<file path="src/rtl/haze_pkg.sv">
// Shared FSM state type, default frame geometry and border-flag layout for the
// haze-removal line-buffer controller.
package haze_pkg;

    localparam int IMG_W_DEF  = 512;
    localparam int IMG_H_DEF  = 512;
    localparam int NUM_LB_DEF = 3;

    typedef enum logic [2:0] {
        ST_IDLE   = 3'd0,
        ST_PRIME  = 3'd1,
        ST_STREAM = 3'd2,
        ST_FLUSH  = 3'd3,
        ST_DONE   = 3'd4
    } lb_state_e;

    // Bit positions inside the {top,bottom,left,right} border vector.
    localparam int BORDER_TOP    = 3;
    localparam int BORDER_BOTTOM = 2;
    localparam int BORDER_LEFT   = 1;
    localparam int BORDER_RIGHT  = 0;

    function automatic logic [3:0] border_flags(
        input logic top,
        input logic bottom,
        input logic left,
        input logic right
    );
        logic [3:0] flags;
        flags                = 4'b0000;
        flags[BORDER_TOP]    = top;
        flags[BORDER_BOTTOM] = bottom;
        flags[BORDER_LEFT]   = left;
        flags[BORDER_RIGHT]  = right;
        return flags;
    endfunction

endpackage

</file>
<file path="src/rtl/lb_ctrl_coord_cnt.sv">
// Enabled raster counter: column wraps at W-1 and advances the row, row wraps
// at H-1. Exposes column-last and row-last flags for the controller.
module lb_ctrl_coord_cnt #(
    parameter int W = 8,
    parameter int H = 4
) (
    input  logic                 clk,
    input  logic                 rst,
    input  logic                 i_clr,
    input  logic                 i_en,
    output logic [$clog2(W)-1:0] o_col,
    output logic [$clog2(H)-1:0] o_row,
    output logic                 o_col_last,
    output logic                 o_row_last
);

    localparam int CW = $clog2(W);
    localparam int RW = $clog2(H);

    logic [CW-1:0] r_col;
    logic [RW-1:0] r_row;

    assign o_col      = r_col;
    assign o_row      = r_row;
    assign o_col_last = (r_col == CW'(W - 1));
    assign o_row_last = (r_row == RW'(H - 1));

    // Raster position update with frame-start clear.
    always_ff @(posedge clk or negedge rst) begin
        if (!rst) begin
            r_col <= '0;
            r_row <= '0;
        end else if (i_clr) begin
            r_col <= '0;
            r_row <= '0;
        end else if (i_en) begin
            if (o_col_last) begin
                r_col <= '0;
                r_row <= o_row_last ? '0 : r_row + RW'(1);
            end else begin
                r_col <= r_col + CW'(1);
            end
        end
    end

endmodule

</file>
<file path="src/rtl/line_buffer_ctrl.sv">
// Line-buffer ring sequencer for the 3x3 window stage. Define LB_CTRL_FLUSH_EN
// to append IMG_W+1 synthetic flush beats so every pixel gets a window.
module line_buffer_ctrl
    import haze_pkg::*;
#(
    parameter int IMG_W  = IMG_W_DEF,
    parameter int IMG_H  = IMG_H_DEF,
    parameter int NUM_LB = NUM_LB_DEF
) (
    input  logic                      clk,
    input  logic                      rst,
    input  logic                      start,
    input  logic                      in_valid,
    output logic                      in_ready,
    input  logic                      out_ready,
    output logic [NUM_LB-1:0]         lb_wr_en,
    output logic [$clog2(NUM_LB)-1:0] lb_rd_sel,
    output logic                      flush,
    output logic                      win_valid,
    output logic [$clog2(IMG_H)-1:0]  win_row,
    output logic [$clog2(IMG_W)-1:0]  win_col,
    output logic [3:0]                border,
    output logic                      busy,
    output logic                      frame_done
);

    localparam int COL_W = $clog2(IMG_W);
    localparam int ROW_W = $clog2(IMG_H);
    localparam int SEL_W = $clog2(NUM_LB);

    lb_state_e         r_state;
    logic              r_busy;
    logic              r_frame_done;
    logic              r_win_valid;
    logic [NUM_LB-1:0] r_lb_wr_en;
    logic [SEL_W-1:0]  r_lb_rd_sel;
    logic [ROW_W-1:0]  r_win_row;
    logic [COL_W-1:0]  r_win_col;
    logic [3:0]        r_border;

    logic              w_in_ready;
    logic              w_in_acc;
    logic              w_flush_beat;
    logic              w_win_fire;
    logic              w_in_en;
    logic              w_clr;
    logic [COL_W-1:0]  w_in_col;
    logic [ROW_W-1:0]  w_in_row;
    logic              w_in_col_last;
    logic              w_in_row_last;
    logic [COL_W-1:0]  w_win_col;
    logic [ROW_W-1:0]  w_win_row;
    logic              w_win_col_last;
    logic              w_win_row_last;

    // Input is only taken while the window stage can move, except while priming.
    assign w_in_ready = (r_state == ST_PRIME) | ((r_state == ST_STREAM) & out_ready);
    assign w_in_acc   = in_valid & w_in_ready;
`ifdef LB_CTRL_FLUSH_EN
    assign w_flush_beat = (r_state == ST_FLUSH) & out_ready;
`else
    assign w_flush_beat = 1'b0;
`endif
    assign w_win_fire = ((r_state == ST_STREAM) & w_in_acc) | w_flush_beat;
    assign w_in_en    = w_in_acc | w_flush_beat;
    assign w_clr      = (r_state == ST_IDLE) & start;

    lb_ctrl_coord_cnt #(.W(IMG_W), .H(IMG_H)) u_in_cnt (
        .clk        (clk),
        .rst        (rst),
        .i_clr      (w_clr),
        .i_en       (w_in_en),
        .o_col      (w_in_col),
        .o_row      (w_in_row),
        .o_col_last (w_in_col_last),
        .o_row_last (w_in_row_last)
    );

    lb_ctrl_coord_cnt #(.W(IMG_W), .H(IMG_H)) u_win_cnt (
        .clk        (clk),
        .rst        (rst),
        .i_clr      (w_clr),
        .i_en       (w_win_fire),
        .o_col      (w_win_col),
        .o_row      (w_win_row),
        .o_col_last (w_win_col_last),
        .o_row_last (w_win_row_last)
    );

    // Frame FSM plus the registered buffer-steering and window outputs.
    always_ff @(posedge clk or negedge rst) begin
        if (!rst) begin
            r_state      <= ST_IDLE;
            r_busy       <= 1'b0;
            r_frame_done <= 1'b0;
            r_win_valid  <= 1'b0;
            r_lb_wr_en   <= NUM_LB'(1);
            r_lb_rd_sel  <= '0;
            r_win_row    <= '0;
            r_win_col    <= '0;
            r_border     <= 4'b0000;
        end else begin
            r_frame_done <= 1'b0;
            r_win_valid  <= w_win_fire;
            if (w_win_fire) begin
                r_win_row <= w_win_row;
                r_win_col <= w_win_col;
                r_border  <= border_flags(w_win_row == '0, w_win_row_last,
                                          w_win_col == '0, w_win_col_last);
            end else begin
                r_border  <= 4'b0000;
            end

            // Each frame restarts on buffer 0 so frames replay identically.
            if (w_clr) begin
                r_lb_wr_en  <= NUM_LB'(1);
                r_lb_rd_sel <= SEL_W'(1);
            end else if (w_in_en && w_in_col_last) begin
                r_lb_wr_en  <= {r_lb_wr_en[NUM_LB-2:0], r_lb_wr_en[NUM_LB-1]};
                r_lb_rd_sel <= (r_lb_rd_sel == SEL_W'(NUM_LB - 1)) ? '0
                                                                    : r_lb_rd_sel + SEL_W'(1);
            end

            case (r_state)
                ST_IDLE: begin
                    if (start) begin
                        r_state <= ST_PRIME;
                        r_busy  <= 1'b1;
                    end
                end
                ST_PRIME: begin
                    if (w_in_acc && (w_in_row == ROW_W'(1)) && (w_in_col == '0)) begin
                        r_state <= ST_STREAM;
                    end
                end
                ST_STREAM: begin
                    if (w_in_acc && w_in_col_last && w_in_row_last) begin
`ifdef LB_CTRL_FLUSH_EN
                        r_state      <= ST_FLUSH;
`else
                        r_state      <= ST_DONE;
                        r_frame_done <= 1'b1;
`endif
                    end
                end
`ifdef LB_CTRL_FLUSH_EN
                ST_FLUSH: begin
                    if (w_flush_beat && w_win_col_last && w_win_row_last) begin
                        r_state      <= ST_DONE;
                        r_frame_done <= 1'b1;
                    end
                end
`endif
                ST_DONE: begin
                    r_state <= ST_IDLE;
                    r_busy  <= 1'b0;
                end
                default: begin
                    r_state <= ST_IDLE;
                    r_busy  <= 1'b0;
                end
            endcase
        end
    end

    assign in_ready   = w_in_ready;
    assign flush      = w_flush_beat;
    assign lb_wr_en   = r_lb_wr_en;
    assign lb_rd_sel  = r_lb_rd_sel;
    assign win_valid  = r_win_valid;
    assign win_row    = r_win_row;
    assign win_col    = r_win_col;
    assign border     = r_border;
    assign busy       = r_busy;
    assign frame_done = r_frame_done;

endmodule
</file>
<file path="config.mk">
export PLATFORM = sky130hd
export DESIGN_NAME = line_buffer_ctrl
export DESIGN_NICKNAME = d
export VERILOG_FILES = /design/src/rtl/haze_pkg.sv /design/src/rtl/lb_ctrl_coord_cnt.sv /design/src/rtl/line_buffer_ctrl.sv
export SDC_FILE = /design/constraint.sdc
export NUM_CORES = 1
export LEC_CHECK = 0
export ABC_AREA = 0
export ABC_CLOCK_PERIOD_IN_PS = 6200
export CAP_MARGIN = 20
export CORE_ASPECT_RATIO = 1.5
export CORE_MARGIN = 3
export CORE_UTILIZATION = 61
export CTS_CLUSTER_DIAMETER = 120
export DETAILED_ROUTE_END_ITERATION = 8
export PLACE_DENSITY = 0.82
export SLEW_MARGIN = 10
export SYNTH_ARGS = -nofsm -noshare
export SYNTH_HDL_FRONTEND = slang
export SYNTH_SLANG_ARGS = --single-unit
</file>
<file path="constraint.sdc">
create_clock -name clk -period 6.2 [get_ports clk]
set_clock_uncertainty 0.05 [all_clocks]
set_input_delay 1.24 -clock clk [delete_from_list [all_inputs] [get_ports clk]]
set_output_delay 1.24 -clock clk [all_outputs]
set_load 0.02 [all_outputs]
</file>
==> metrics.md <==
| Metric | Value |
|---|---|
| N_diodes | 0 |
| Final min period | 3.96 ns |
| Synth Cell Area | 0.00345 sq mm |
| Vias/cell | 6.05 |
| Number of synthesized register bits | 69 |
| Leak pwr | 1.81 nW |
| EDFF count, synth | 0 |
| Final Max Slew Viols | 0 |
| Clock-pin slew of the registers on the worst-case setup and hold paths | 0.08 ns |
| Reg2Reg Depth | 9 |
| Port Buf Inserts | 35 |
| Clock network fraction of design power | 38.6% |
| Overflow after GRT | 0 |
| Switch Pwr | 247 uW |
| Primary FF master, synth | dfrtp_1 |
| Top cells by area, synth | dfrtp_1 49%, nand2_1 7.4%, a21oi_1 4.4%, ha_1 4.4%, o21ai_0 3.3% |
| Max-Cap Viols | 0 |
| Final setup fails | 0 |
| Dpl cell area | 0.00379 sq mm |
| Layout cell share with drive strength beyond 1 | 5.68% |
| Slew headroom | 36.6% |
| Area Growth Syn to Fin | 15.5% |
| CP endpoint kind | output pin |
| Final #Nets | 418 |
| Worst Path Required | 4.91 ns |
| Clock root buffer | clkbuf_8 |
| Reg2reg end | u_win_cnt.o_row[5]$_DFFE_PN0P_ |
| Post-CTS Hold Buffers | 0 |
| First-pass GRT wire length | 12500 um |
| Achievable Freq | 252 MHz |
| Sw frac | 26.5% |
| Initial antenna violation count | 0 |
| Worst slew pin tran | 0.952 ns |
| Pre-CTS setup slack | 2.24 ns |
| Placed cells | 458 |
| CP Class | input pin to output pin |
| Yosys top cell area share | 49.4% |
| Total power | 932 uW |
| CTS Sinks | 69 |
| Dpl hpwl | 4870 um |
| Critical R2R Launch | u_win_cnt.o_col[1]$_DFFE_PN0P_ |
| TritonCTS Buffers | 9 |
| Worst setup startpoint | out_ready |
| CORE AREA | 0.00529 sq mm |
| Pint | 684 uW |
| PD cells | 234 mW/mm^2 |
| Detailed-route via count | 2864 |
| # DRC | 0 |
| Layout Cells excl Fill | 473 |
| Commonest non-fill, non-tap cells in the layout | 68 x nand2_1, 68 x dfrtp_1, 34 x clkdlybuf4s50_1, 30 x a21oi_1, 23 x o21ai_0 |
| Setup Fix Bufs, Post-CTS | 0 |
| Synth cell types | 50 |
| CTS max path bufs | 2 |
| Number of antenna-violating nets in the routed design | 0 |
| Max VDD drop | 0.207 mV |
| DRT Wirelength | 7130 um |
| Total negative slack | 0 ns |
| Reg power frac | 52.5% |
| RSZ-0062 raised after global routing | false |
| Starting Density | 65.2% |
| Async S/R FF share, synth | 100% |
| Total GRT Usage | 24.4% |
| Crit start category | input pin |
| GP Congestion | 0.787 |
| Max FO, Critical Path | 4 |
| Die height | 98.1 um |
| Vias in the first global route | 2793 |
| Die Span X | 67.4 um |
| I/O pin cnt | 37 |
| Row count | 32 |
| DRT Pass-1 Iters | 5 |
| 1st-iter DRT viols | 248 |
| Syn nets | 392 |
| CTS resizes | 0 |
| Run status | complete, no violations |
| Die area | 0.00661 sq mm |
| R2r setup slk | 2.98 ns |
| Clk_lat worst skew | 0.36 ns |
| Largest net degree at the start of global routing | 70 |
| Combinational Power Share | 8.9% |
| WP data arrival | 2.67 ns |
| Final Cycle Share | 63.9% |
| Final Hold Fails | 0 |
| Syn Area/Cell | 9.19 sq um |
| Cell area after layout | 0.00398 sq mm |
| H-tree levels | 3 |
| YS warnings | 0 |
| Seq/Total Area, Yosys | 50.1% |
| Worst setup path end | in_ready |
| Yosys top cell by area | dfrtp_1 |
| Final worst setup slack | 2.24 ns |
| Worst hold path class | flip-flop to flip-flop |
| CTS tree | done |
| Synth Instances | 375 |
| Avg WL per Cell | 15.1 um |
-- cell families (layout without fill, tap and decap cells) --
group	Yosys count	after routing	synth area share [%]
AO/OA/AOI/OAI	82	82	14.0
adder cells (fa/ha/maj)	12	12	4.36
buffers and inverters	34	64	4.25
XOR/XNOR	1	1	0.254
other	1	1	0.109
AND/OR/NAND/NOR	172	172	25.6
flip-flops	69	69	50.1
multiplexers	4	4	1.23
-- layout make-up --
type | instances | area, sq um
clock inverters | 6 | 65.1
fillers | 405 | 1310
multi-input cells | 272 | 1570
repair buffers | 37 | 360
inverters | 12 | 45.0
well taps | 68 | 85.1
flip-flops and latches | 69 | 1730
clock buffers | 9 | 124
-- how the worst min path moves through the flow --
stage	depth (start not counted)	slack [ns]	endpoint	start
floorplan	2	0.43	win_row[6]$_DFFE_PN0P_	u_win_cnt.o_row[6]$_DFFE_PN0P_
global placement	2	0.41	win_row[6]$_DFFE_PN0P_	win_row[6]$_DFFE_PN0P_
detailed placement	2	0.41	win_row[4]$_DFFE_PN0P_	win_row[4]$_DFFE_PN0P_
CTS	2	0.43	win_row[4]$_DFFE_PN0P_	win_row[4]$_DFFE_PN0P_
global route	2	0.45	win_row[4]$_DFFE_PN0P_	win_row[4]$_DFFE_PN0P_
finish	2	0.43	win_row[4]$_DFFE_PN0P_	win_row[4]$_DFFE_PN0P_
-- through the flow --
step | hold slack, ns | utilization [%]
finish | 0.427 | 75.3
global route | 0.445 | 75.3
detailed placement | 0.412 | 71.7
CTS | 0.432 | 75.3
floorplan | 0.434 | -
global placement | 0.407 | 71.7
-- synthesized netlist by cell type (2+ instances only) --
library cell / count
nor3_1: 3
nand3b_1: 7
nor2b_1: 3
o31ai_1: 7
a31oi_1: 6
nor4_1: 4
and3_1: 13
or3_1: 8
dfrtp_1: 68
or4_1: 3
buf_4: 2
ha_1: 12
buf_2: 3
nor2_1: 20
mux2i_1: 2
o21ai_0: 23
nand4_1: 3
inv_1: 11
nand2_1: 68
buf_1: 2
clkbuf_1: 14
nand3_1: 19
a21oi_1: 30
and2_1: 2
mux2_2: 2
or3b_1: 2
o211ai_1: 6
nor4b_1: 5
nand2b_1: 4
and4_1: 3
-- worst max-delay path: stages --
cell,delay (ns)
clkdlybuf4s50_1,0.47
nand3b_1,0.17
a21oi_1,0.17
clkdlybuf4s50_1,0.62
-- power groups by stage --
stage               Combinational [mW]  Sequential (mW)  Clock (mW)
floorplan                       0.0557            0.493           0
global placement                0.0802            0.497           0
detailed placement              0.0835            0.498           0
CTS                             0.0845            0.489       0.364
global route                    0.0976            0.493       0.386
finish                          0.0831            0.489       0.360
-- registers in the layout, summed over array words and instances (netlist names) --
name	count
win_row	9
u_win_cnt.o_col	9
lb_wr_en	3
border	4
u_in_cnt.o_row	9
u_in_cnt.o_col	9
win_valid	1
lb_rd_sel	2
r_state	3
win_col	9
u_win_cnt.o_row	9
frame_done	1
busy	1
-- metal layers --
| layer | GRT usage [%] | routed length (um) | up-vias |
|---|---|---|---|
| met3 | 5.75 | 315 | 14 |
| met2 | 41.3 | 3770 | 82 |
| met1 | 29.4 | 2910 | 1391 |
| li1 | - | - | 1377 |
| met4 | 9.38 | 134 | 0 |
| met5 | 0 | 0 | - |
(Power assumes the default switching activity.)
